**config.mk**
```make
export PLATFORM = sky130hd
export DESIGN_NAME = descriptor_reader
export DESIGN_NICKNAME = d
export VERILOG_FILES = /design/src/rtl/sift_pkg.sv /design/src/rtl/bram_word_fetch.sv /design/src/rtl/descriptor_reader.sv
export SDC_FILE = /design/constraint.sdc
export NUM_CORES = 1
export LEC_CHECK = 0
export ABC_AREA = 1
export CAP_MARGIN = 20
export CORE_MARGIN = 8
export CORE_UTILIZATION = 53
export CTS_CLUSTER_DIAMETER = 30
export DETAILED_ROUTE_END_ITERATION = 16
export GPL_ROUTABILITY_DRIVEN = 0
export PLACE_DENSITY_LB_ADDON = 0.25
export SKIP_CTS_REPAIR_TIMING = 1
export SYNTH_ARGS = -nofsm -noshare
export SYNTH_HDL_FRONTEND = slang
export SYNTH_HIERARCHICAL = 1
export SYNTH_SLANG_ARGS = --single-unit
```
**constraint.sdc**
```tcl
create_clock -name clk -period 2 [get_ports clk]
set_input_delay 0.4 -clock clk [delete_from_list [all_inputs] [get_ports clk]]
set_output_delay 0.4 -clock clk [all_outputs]
set_load 0.01 [all_outputs]
```
**src/rtl/sift_pkg.sv**
```systemverilog
// Shared SIFT pipeline types and constants used by the descriptor reader.
// Holds the descriptor word geometry, reader FSM state type and the terminator word.
package sift_pkg;

  localparam int DESC_WORD_WIDTH = 24;
  localparam int DESC_WORDS      = 4;

  // An all-zero word; two of them back to back in slots 0 and 1 end the list.
  localparam logic [DESC_WORD_WIDTH-1:0] TERM_WORD = '0;

  typedef enum logic [1:0] {
    ST_IDLE   = 2'd0,
    ST_FETCH  = 2'd1,
    ST_OUTPUT = 2'd2,
    ST_DONE   = 2'd3
  } desc_reader_state;

endpackage

```
**src/rtl/bram_word_fetch.sv**
```systemverilog
// Address register and read-latency wait counter for the descriptor BRAM.
// word_valid pulses for one cycle when the word at the current address is on rd_data.
module bram_word_fetch #(
  parameter int DEPTH        = 4000,
  parameter int READ_LATENCY = 2,
  parameter int WORD_WIDTH   = 24
) (
  input  logic                     clk,
  input  logic                     rst_in,
  input  logic                     clear,
  input  logic                     fetch_en,
  input  logic [WORD_WIDTH-1:0]    rd_data,
  output logic [$clog2(DEPTH)-1:0] rd_addr,
  output logic                     at_end,
  output logic                     word_valid,
  output logic [WORD_WIDTH-1:0]    word_data
);

  // One spare bit so the address can sit at DEPTH without wrapping.
  localparam int CW = $clog2(DEPTH + 1);
  localparam int LW = (READ_LATENCY > 0) ? $clog2(READ_LATENCY + 1) : 1;

  logic [CW-1:0] addr_cnt;
  logic [LW-1:0] wait_cnt;

  assign word_valid = fetch_en && (wait_cnt == LW'(READ_LATENCY));
  assign word_data  = rd_data;
  assign rd_addr    = addr_cnt[$clog2(DEPTH)-1:0];
  assign at_end     = (addr_cnt == CW'(DEPTH));

  always_ff @(posedge clk or negedge rst_in) begin
    if (!rst_in) begin
      addr_cnt <= '0;
      wait_cnt <= '0;
    end else if (clear) begin
      addr_cnt <= '0;
      wait_cnt <= '0;
    end else if (word_valid) begin
      addr_cnt <= addr_cnt + 1'b1;
      wait_cnt <= '0;
    end else if (fetch_en) begin
      wait_cnt <= wait_cnt + 1'b1;
    end else begin
      wait_cnt <= '0;
    end
  end

endmodule

```
**src/rtl/descriptor_reader.sv**
```systemverilog
// Streams packed keypoint descriptors out of the descriptor BRAM until a terminator or table end.
// Optional feature macro: DESC_READER_CHECKSUM_EN adds an XOR checksum of emitted words.
module descriptor_reader
  import sift_pkg::*;
#(
  parameter int NUMBER_DESCRIPTORS = 4000,
  parameter int PATCH_SIZE         = 4,
  parameter int WORDS_PER_DESC     = DESC_WORDS,
  parameter int READ_LATENCY       = 2,
  localparam int WORD_WIDTH        = ($clog2(PATCH_SIZE/2*PATCH_SIZE/2)+1)*8,
  localparam int ADDR_WIDTH        = $clog2(NUMBER_DESCRIPTORS)
) (
  input  logic                                 clk,
  input  logic                                 rst_in,
  input  logic                                 start,
  output logic [ADDR_WIDTH-1:0]                desc_read_addr,
  input  logic [WORD_WIDTH-1:0]                desc_read_data,
  output logic [WORDS_PER_DESC*WORD_WIDTH-1:0] desc_data,
  output logic                                 desc_valid,
  input  logic                                 desc_ready,
  output logic [9:0]                           desc_index,
  output logic                                 busy,
  output logic                                 done,
`ifdef DESC_READER_CHECKSUM_EN
  output logic [WORD_WIDTH-1:0]                checksum,
`endif
  output desc_reader_state                     state_dbg
);

  localparam int IW = (WORDS_PER_DESC > 1) ? $clog2(WORDS_PER_DESC) : 1;

  desc_reader_state    state;
  logic [IW-1:0]       word_idx;
  logic [WORD_WIDTH-1:0] slot [WORDS_PER_DESC];

  logic                  fetch_clear;
  logic                  fetch_en;
  logic                  word_valid;
  logic                  at_end;
  logic [WORD_WIDTH-1:0] word_data;

  assign fetch_clear = (state == ST_IDLE) && start;
  assign fetch_en    = (state == ST_FETCH);
  assign state_dbg   = state;

  bram_word_fetch #(
    .DEPTH        (NUMBER_DESCRIPTORS),
    .READ_LATENCY (READ_LATENCY),
    .WORD_WIDTH   (WORD_WIDTH)
  ) u_fetch (
    .clk        (clk),
    .rst_in     (rst_in),
    .clear      (fetch_clear),
    .fetch_en   (fetch_en),
    .rd_data    (desc_read_data),
    .rd_addr    (desc_read_addr),
    .at_end     (at_end),
    .word_valid (word_valid),
    .word_data  (word_data)
  );

  // Handshake: a descriptor transfers on a clock edge where desc_valid && desc_ready;
  // desc_valid/desc_data are registered and held unchanged until that edge.
  always_ff @(posedge clk or negedge rst_in) begin
    if (!rst_in) begin
      state      <= ST_IDLE;
      word_idx   <= '0;
      desc_data  <= '0;
      desc_valid <= 1'b0;
      desc_index <= '0;
      busy       <= 1'b0;
      done       <= 1'b0;
      for (int k = 0; k < WORDS_PER_DESC; k++) slot[k] <= '0;
    end else begin
      case (state)
        ST_IDLE: begin
          done <= 1'b0;
          if (start) begin
            state      <= ST_FETCH;
            busy       <= 1'b1;
            word_idx   <= '0;
            desc_index <= '0;
          end
        end
        ST_FETCH: begin
          if (word_valid) begin
            slot[word_idx] <= word_data;
            word_idx       <= word_idx + 1'b1;
            if (word_idx == IW'(1) && slot[0] == TERM_WORD && word_data == TERM_WORD) begin
              state <= ST_DONE;
              done  <= 1'b1;
            end else if (word_idx == IW'(WORDS_PER_DESC - 1)) begin
              state      <= ST_OUTPUT;
              desc_valid <= 1'b1;
              for (int k = 0; k < WORDS_PER_DESC - 1; k++)
                desc_data[k*WORD_WIDTH +: WORD_WIDTH] <= slot[k];
              desc_data[(WORDS_PER_DESC-1)*WORD_WIDTH +: WORD_WIDTH] <= word_data;
            end
          end
        end
        ST_OUTPUT: begin
          if (desc_ready) begin
            desc_valid <= 1'b0;
            desc_index <= desc_index + 10'd1;
            word_idx   <= '0;
            // Table fully consumed without a terminator: stop before reading past the end.
            if (at_end) begin
              state <= ST_DONE;
              done  <= 1'b1;
            end else begin
              state <= ST_FETCH;
            end
          end
        end
        ST_DONE: begin
          done  <= 1'b0;
          busy  <= 1'b0;
          state <= ST_IDLE;
        end
        default: state <= ST_IDLE;
      endcase
    end
  end

`ifdef DESC_READER_CHECKSUM_EN
  logic [WORD_WIDTH-1:0] desc_xor;

  always_comb begin
    desc_xor = '0;
    for (int k = 0; k < WORDS_PER_DESC; k++)
      desc_xor = desc_xor ^ desc_data[k*WORD_WIDTH +: WORD_WIDTH];
  end

  always_ff @(posedge clk or negedge rst_in) begin
    if (!rst_in) begin
      checksum <= '0;
    end else if (fetch_clear) begin
      checksum <= '0;
    end else if (state == ST_OUTPUT && desc_valid && desc_ready) begin
      checksum <= checksum ^ desc_xor;
    end
  end
`endif

endmodule
```
Yosys cells after proc, flatten, opt, wreduce, memory -nomap -nowiden. Index checks and enable logic that the tools add are counted.

Latch bits: 0. Bits in read-only memories: 0. Memories: 0. RAM bits: 0. Bits of input ports: 28. Bits in registers: 223.

Shifts and indexed selects: 0. Multiplexer cells: 34. Magnitude comparators: 2. Equality and inequality tests: 15. Reduce and logical (&&, ||, !) cells: 22. Div/mod/pow operators: 0. Bitwise gates (word level): 2. Add/subtract/negate cells: 4. Multiply operators: 0.

Operators by type and width (count): $bwmux 96 (1); $demux 24 s2 (1); $logic_not 24->1 (2); $mux 12 (2); $mux 2 (12); $mux 24 (1); $mux 10 (2); $pmux 10 s2 (1); $reduce_and 4->1 (4); $ne 2x2->1 const B (7); $add 12x1->12 const B (1); $eq 12x12->1 const B (1); $add 10x1->10 const B (1); $mux 1 (9); $eq 2x2->1 const B (4); $pmux 2 s4 (1); $reduce_bool 2->1 (4); $pmux 2 s3 (1); $logic_and 1x1->1 (5); $reduce_and 5->1 (1); $add 2x1->2 const B (2); $eq 2x1->1 const B (2); $pmux 1 s2 (2); $reduce_and 2->1 (2); other kinds (10) (10).

Longest topological paths before layout. Gate-level depths: netlist (run 1).

Depth in word-level cells: 6. Gate-level depth with buffers: 12. Gate-level depth less buffers: 11.

Cells and area by module. The synthesis (run 1) kept the hierarchy.

By module, submodules not included: descriptor_reader (cells an instance 823, instances 1, seq. area each 4629.4 um^2, area each 7541.0 um^2); bram_word_fetch (cells an instance 127, instances 1, seq. area each 350.3 um^2, area each 968.4 um^2).

Least setup slack after synthesis (run 1). No wires, ideal clock.

Kind: reg2reg. Start: reg state[1] (netlist: state_dbg[1]). End: reg slot[31] (netlist bit). Slack: 60 ps. Setup time: 130 ps. Path buffers: 2. Stages on the path, launching flop included: 12. Data arrival time: 1810 ps. Cells stage by stage: dfrtp_1 inv_1 ha_1 nand2_4 inv_2 nand2_1 inv_1 nand2_1 buf_2 buf_1 nand2_1 o21ai_0.

Word-level cells in the longest chain between the ends: 3.

RTL lines: from (decl) (line descriptor_reader.sv:32) `desc_reader_state state;`; from (signal assigned) (line descriptor_reader.sv:66) `state <= ST_IDLE;`; from (signal assigned) (line descriptor_reader.sv:79) `state <= ST_FETCH;`; from (signal assigned) (line descriptor_reader.sv:90) `state <= ST_DONE;`; $eq 2x1->1 (line descriptor_reader.sv:43) `assign fetch_en = (state == ST_FETCH);`; net fetch_en (line descriptor_reader.sv:37) `logic fetch_en;`; $logic_and 1x1->1 (line bram_word_fetch.sv:26) `assign word_valid = fetch_en && (wait_cnt == LW'(READ_LATENCY));`; net word_valid (line descriptor_reader.sv:38) `logic word_valid;`; $reduce_and 2->1 (no source line); to (signal, indexed assignment) (line descriptor_reader.sv:87) `slot[word_idx] <= word_data;`; to (decl) (line descriptor_reader.sv:34) `logic [WORD_WIDTH-1:0] slot [WORDS_PER_DESC];`.

The timed path passes the listed nets, and every way through them passes these cells. A chain may end at the register's enable or synchronous reset.

Worst setup path after layout (run 1).
Start: reg state[1] (netlist: state_dbg[1]). End: reg desc_data[15].

Word-level cells in the longest chain between the ends: 3.

RTL lines: $eq 2x1->1 (line descriptor_reader.sv:43); net fetch_en (line descriptor_reader.sv:37); $logic_and 1x1->1 (line bram_word_fetch.sv:26); net word_valid (line descriptor_reader.sv:38); $reduce_and 4->1 (no source line); to (signal, indexed assignment) (line descriptor_reader.sv:96) `desc_data[k*WORD_WIDTH +: WORD_WIDTH] <= slot[k];`; to (signal, indexed assignment) (line descriptor_reader.sv:97) `desc_data[(WORDS_PER_DESC-1)*WORD_WIDTH +: WORD_WIDTH] <= word_data;`; to (decl) (line descriptor_reader.sv:18) `output logic [WORDS_PER_DESC*WORD_WIDTH-1:0] desc_data,`.

The timed path passes the listed nets, and every way through them passes these cells.

==> results of run 1 <==
==> cell usage after synthesis (all sizes together), types with 3 or more instances <==
| cell type | number | area, µm² |
|---|---|---|
| dfrtp | 199 | 4980 |
| nor3 | 14 | 75.1 |
| buf | 51 | 409 |
| a21oi | 7 | 35.0 |
| nor2 | 58 | 243 |
| nand3 | 22 | 115 |
| ha | 13 | 163 |
| nand4 | 4 | 25.0 |
| nand2 | 238 | 906 |
| o21ai | 185 | 926 |
| nor3b | 3 | 22.5 |
| clkbuf | 10 | 37.5 |
| inv | 138 | 518 |
==> cell families (layout without fill, tap and decap cells) <==
logic type      Yosys count  count (layout)
simple gates            340             340
fa+ha+maj                13              13
compound gates          197             197
flops                   199             199
xor+xnor                  1               1
buf+inv                 200             365
==> power by group <==
group / internal, W / switching [W]
clock network: 0.00180 / 0.00168
logic: 0.000889 / 0.00117
registers: 0.00464 / 0.000433
==> cells in the final DEF (no fill, tap or decap), types with 9 or more instances in the layout <==
master / Yosys / routed
buf_12: 0 / 9
buf_4: 33 / 31
clkbuf_16: 0 / 19
clkdlybuf4s50_1: 0 / 149
dfrtp_1: 199 / 199
ha_1: 13 / 12
inv_1: 132 / 131
nand2_1: 235 / 234
nand3_1: 21 / 21
nor2_1: 52 / 52
nor3_1: 13 / 12
o21ai_0: 89 / 88
o21ai_1: 96 / 97
==> worst max-delay path by stage <==
stage                          to  slack (ns)               from  cells after the start
floorplan                slot[31]        0.06       state_dbg[1]                     11
global placement    desc_data[58]       -0.23  desc_read_data[2]                     11
detailed placement  desc_data[20]       -0.26  desc_read_data[2]                     11
CTS                 desc_data[55]        0.03        word_idx[1]                     11
global route        desc_data[15]       -0.02       state_dbg[1]                     11
finish              desc_data[15]        0.09       state_dbg[1]                     11
==> critical path: cells and delay by family (launching register included) <==
family,cells,cell delay (ns)
flops,1,0.38
buf+inv,5,0.75
simple gates,4,0.38
compound gates,1,0.05
fa+ha+maj,1,0.24
==> area by class of cell <==
type	instances	area share
clock buffer	17	0.0389
clock inverter	15	0.0167
inverter	139	0.0477
multi-input combinational	551	0.236
sequential	199	0.455
tap	216	0.0247
timing repair buffer	194	0.182
==> through the flow <==
stage | utilization | total power [W] | setup TNS (ns)
final | 0.694 | 0.0106 | 0
after global routing | 0.694 | 0.0112 | -0.158
after CTS | 0.687 | 0.0107 | 0
after detailed placement | 0.648 | 0.00719 | -20.28
after global placement | 0.648 | 0.00710 | -19.44
after floorplan | - | 0.00627 | 0
==> registers in the layout, indices dropped and copies added, names as in the netlist <==
register          cells
done                  1
busy                  1
u_fetch/wait_cnt      2
desc_data            96
desc_valid            1
desc_index           10
slot                 72
u_fetch/rd_addr      12
state_dbg             2
word_idx              2
==> metal layers <==
metal | up-vias | part of all wire
met5 | - | 0
met4 | 0 | 0.015
met3 | 22 | 0.070
met2 | 174 | 0.50
met1 | 3115 | 0.42
li1 | 3272 | -
==> impl_table.tex, run 1 <==
\begin{tabular}{lr}
\hline
Metric & Value \\
\hline
\multicolumn{2}{l}{\textbf{Timing}} \\
Shortest period the worst path allows & 1.91 ns \\
Final cycle utilization of the critical path & 0.957 \\
Slew at the pin closest to its max-slew limit & 0.524 ns \\
Final critical-path setup slack & 0.0852 ns \\
Number of endpoints failing setup at the final stage & 0 \\
Rel. slew slack & 0.651 \\
Worst hold slack & 0.447 ns \\
Skew final & 0.00845 ns \\
Achievable clock frequency & 522 MHz \\
Hold Fails Final Rpt & 0 \\
Final slew viol count & 0 \\
\multicolumn{2}{l}{\textbf{Placement}} \\
Placed instance area & 10200 µm² \\
Post-Place Setup Slack & -0.259 ns \\
DP HPWL & 14.9 mm \\
IO buf count & 150 \\
Dpl cells & 1290 \\
\multicolumn{2}{l}{\textbf{Synth}} \\
Ys flop type & dfrtp\_1 \\
Synthesized area per cell & 8.96 µm² \\
Register bit count reported by yosys & 199 \\
Number of nets produced by synthesis & 991 \\
Dominant combinational cell family by area after synthesis & simple AND/OR/NAND/NOR gates \\
Share of synthesized area spent on multiplexers & 0 \\
Count of flip-flops with a built-in enable after synthesis & 0 \\
Count of warnings emitted by yosys & 6 \\
Xor/xnor cell area share of the yosys netlist & 0.00103 \\
Post-Syn Instances & 950 \\
Synth async-reset ratio & 1.00 \\
Netlist Area Pre-Place & 8510 µm² \\
Compound-Gate Fraction of Synth Area & 0.117 \\
Adder-cell share of the synthesized area & 0.0191 \\
Number of distinct library cell variants in the gate-level netlist after synthesis & 31 \\
Basic-gate share of the synthesized area counting and, or, nand and nor cells & 0.164 \\
Sequential element share of the synthesized area & 0.585 \\
\multicolumn{2}{l}{\textbf{Critical path}} \\
Crit-path max cell delay & 0.38 ns \\
Arrival time worst endpoint & 2.24 ns \\
Path type of the worst setup path & reg -> reg \\
Worst path slowest cell & dfrtp\_1 \\
Critical path launch point type & flip-flop \\
Register-to-register setup slack & 0.09 ns \\
List of cells traversed by the critical path & inv\_1, ha\_1, nand2\_4, inv\_2, nand2\_1, inv\_1, nand3\_4, buf\_4, clkbuf\_16, nand2\_1, o21ai\_1 \\
Critical path required time & 2.32 ns \\
Largest driver fanout on the critical path & 28 \\
Reg-to-Reg End & desc\_data[15] \\
Count of cells along the worst register-to-register path & 11 \\
Reg-to-reg startpoint & state\_dbg[1] \\
Endpoint type of the worst setup path & flip-flop \\
\multicolumn{2}{l}{\textbf{GRT}} \\
GR Util met2 & 0.353 \\
Pin count of the biggest net entering global routing & 58 \\
GR Layer Usage met1 & 0.260 \\
Vias in the first global route & 6428 \\
Overall fraction of global-route tracks in use & 0.211 \\
Fraction of met3 tracks used by global routing & 0.0571 \\
Initial antenna violation count & 0 \\
GRT busiest layer & met2 \\
Wire length of the first global-routing pass & 33.4 mm \\
Total grt overflow & 0 \\
\multicolumn{2}{l}{\textbf{Route}} \\
Routed Antenna Nets & 0 \\
Total number of vias & 6583 \\
Average vias per placed instance & 4.95 \\
Number of iterations in the first detailed-routing pass & 5 \\
DR DRC count & 0 \\
First-iteration detailed-routing DRC count & 365 \\
Routed wire per std cell & 15.8 µm \\
Total detailed-routing wirelength & 21.1 mm \\
\multicolumn{2}{l}{\textbf{Floorplan}} \\
Top-Level Pins & 151 \\
Core region area & 15800 µm² \\
Starting density of the core & 0.540 \\
Die footprint & 20400 µm² \\
Std cell rows & 46 \\
Die outline width & 143 µm \\
Die span in y & 143 µm \\
\multicolumn{2}{l}{\textbf{Clock tree}} \\
Maximum clock insertion buffer count & 2 \\
Number of buffers inserted during clock tree synthesis & 17 \\
Cell at the root of the clock tree & clkbuf\_16 \\
Post-CTS clock slew at the launch and capture registers of the worst setup and hold paths & 0.08 ns \\
Total number of H-tree levels & 4 \\
Worst skew pair latency & 0.43 ns \\
CTS tree & yes \\
Clock Sink Count & 199 \\
\multicolumn{2}{l}{\textbf{Worst hold path}} \\
Hold WC Path Type & reg -> reg \\
Origin of the worst min-delay path & u\_fetch/wait\_cnt[0] \\
Number of cells on the worst hold path & 1 \\
Hold worst-path end & u\_fetch/wait\_cnt[0] \\
\multicolumn{2}{l}{\textbf{Run}} \\
MaxCap Viol Count & 0 \\
\multicolumn{2}{l}{\textbf{Finish}} \\
\# nets final & 1143 \\
Layout cells sized above 1 & 0.0879 \\
Post-route non-filler standard cell count & 1331 \\
Area of the multi-input gates & 2580 µm² \\
Area delta synth->final & 28.7\% \\
Antenna diodes & 0 \\
Seq. cell area & 4980 µm² \\
Fill count & 1250 \\
Finished layout cell area & 10900 µm² \\
\multicolumn{2}{l}{\textbf{Power}} \\
IR drop worst, VDD & 0.000679 V \\
Pwr dens & 969 nW/µm² \\
Static leakage & 5.71 nW \\
\multicolumn{2}{l}{\textbf{Run status}} \\
Status & finished clean \\
\hline
\end{tabular}
No activity file was read; power rests on OpenSTA's default activity.
==> inputs of run 2 (changes only) <==
--- a/config.mk
+++ b/config.mk
@@ -12,8 +12,10 @@
 export CTS_CLUSTER_DIAMETER = 30
 export DETAILED_ROUTE_END_ITERATION = 16
 export GPL_ROUTABILITY_DRIVEN = 0
+export HOLD_SLACK_MARGIN = 0.06
 export PLACE_DENSITY_LB_ADDON = 0.25
 export SKIP_CTS_REPAIR_TIMING = 1
+export SLEW_MARGIN = 20
 export SYNTH_ARGS = -nofsm -noshare
 export SYNTH_HDL_FRONTEND = slang
 export SYNTH_HIERARCHICAL = 1
==> results of run 2 <==
Same layout as run 1: the final DEF is identical, and so are final timing and power.
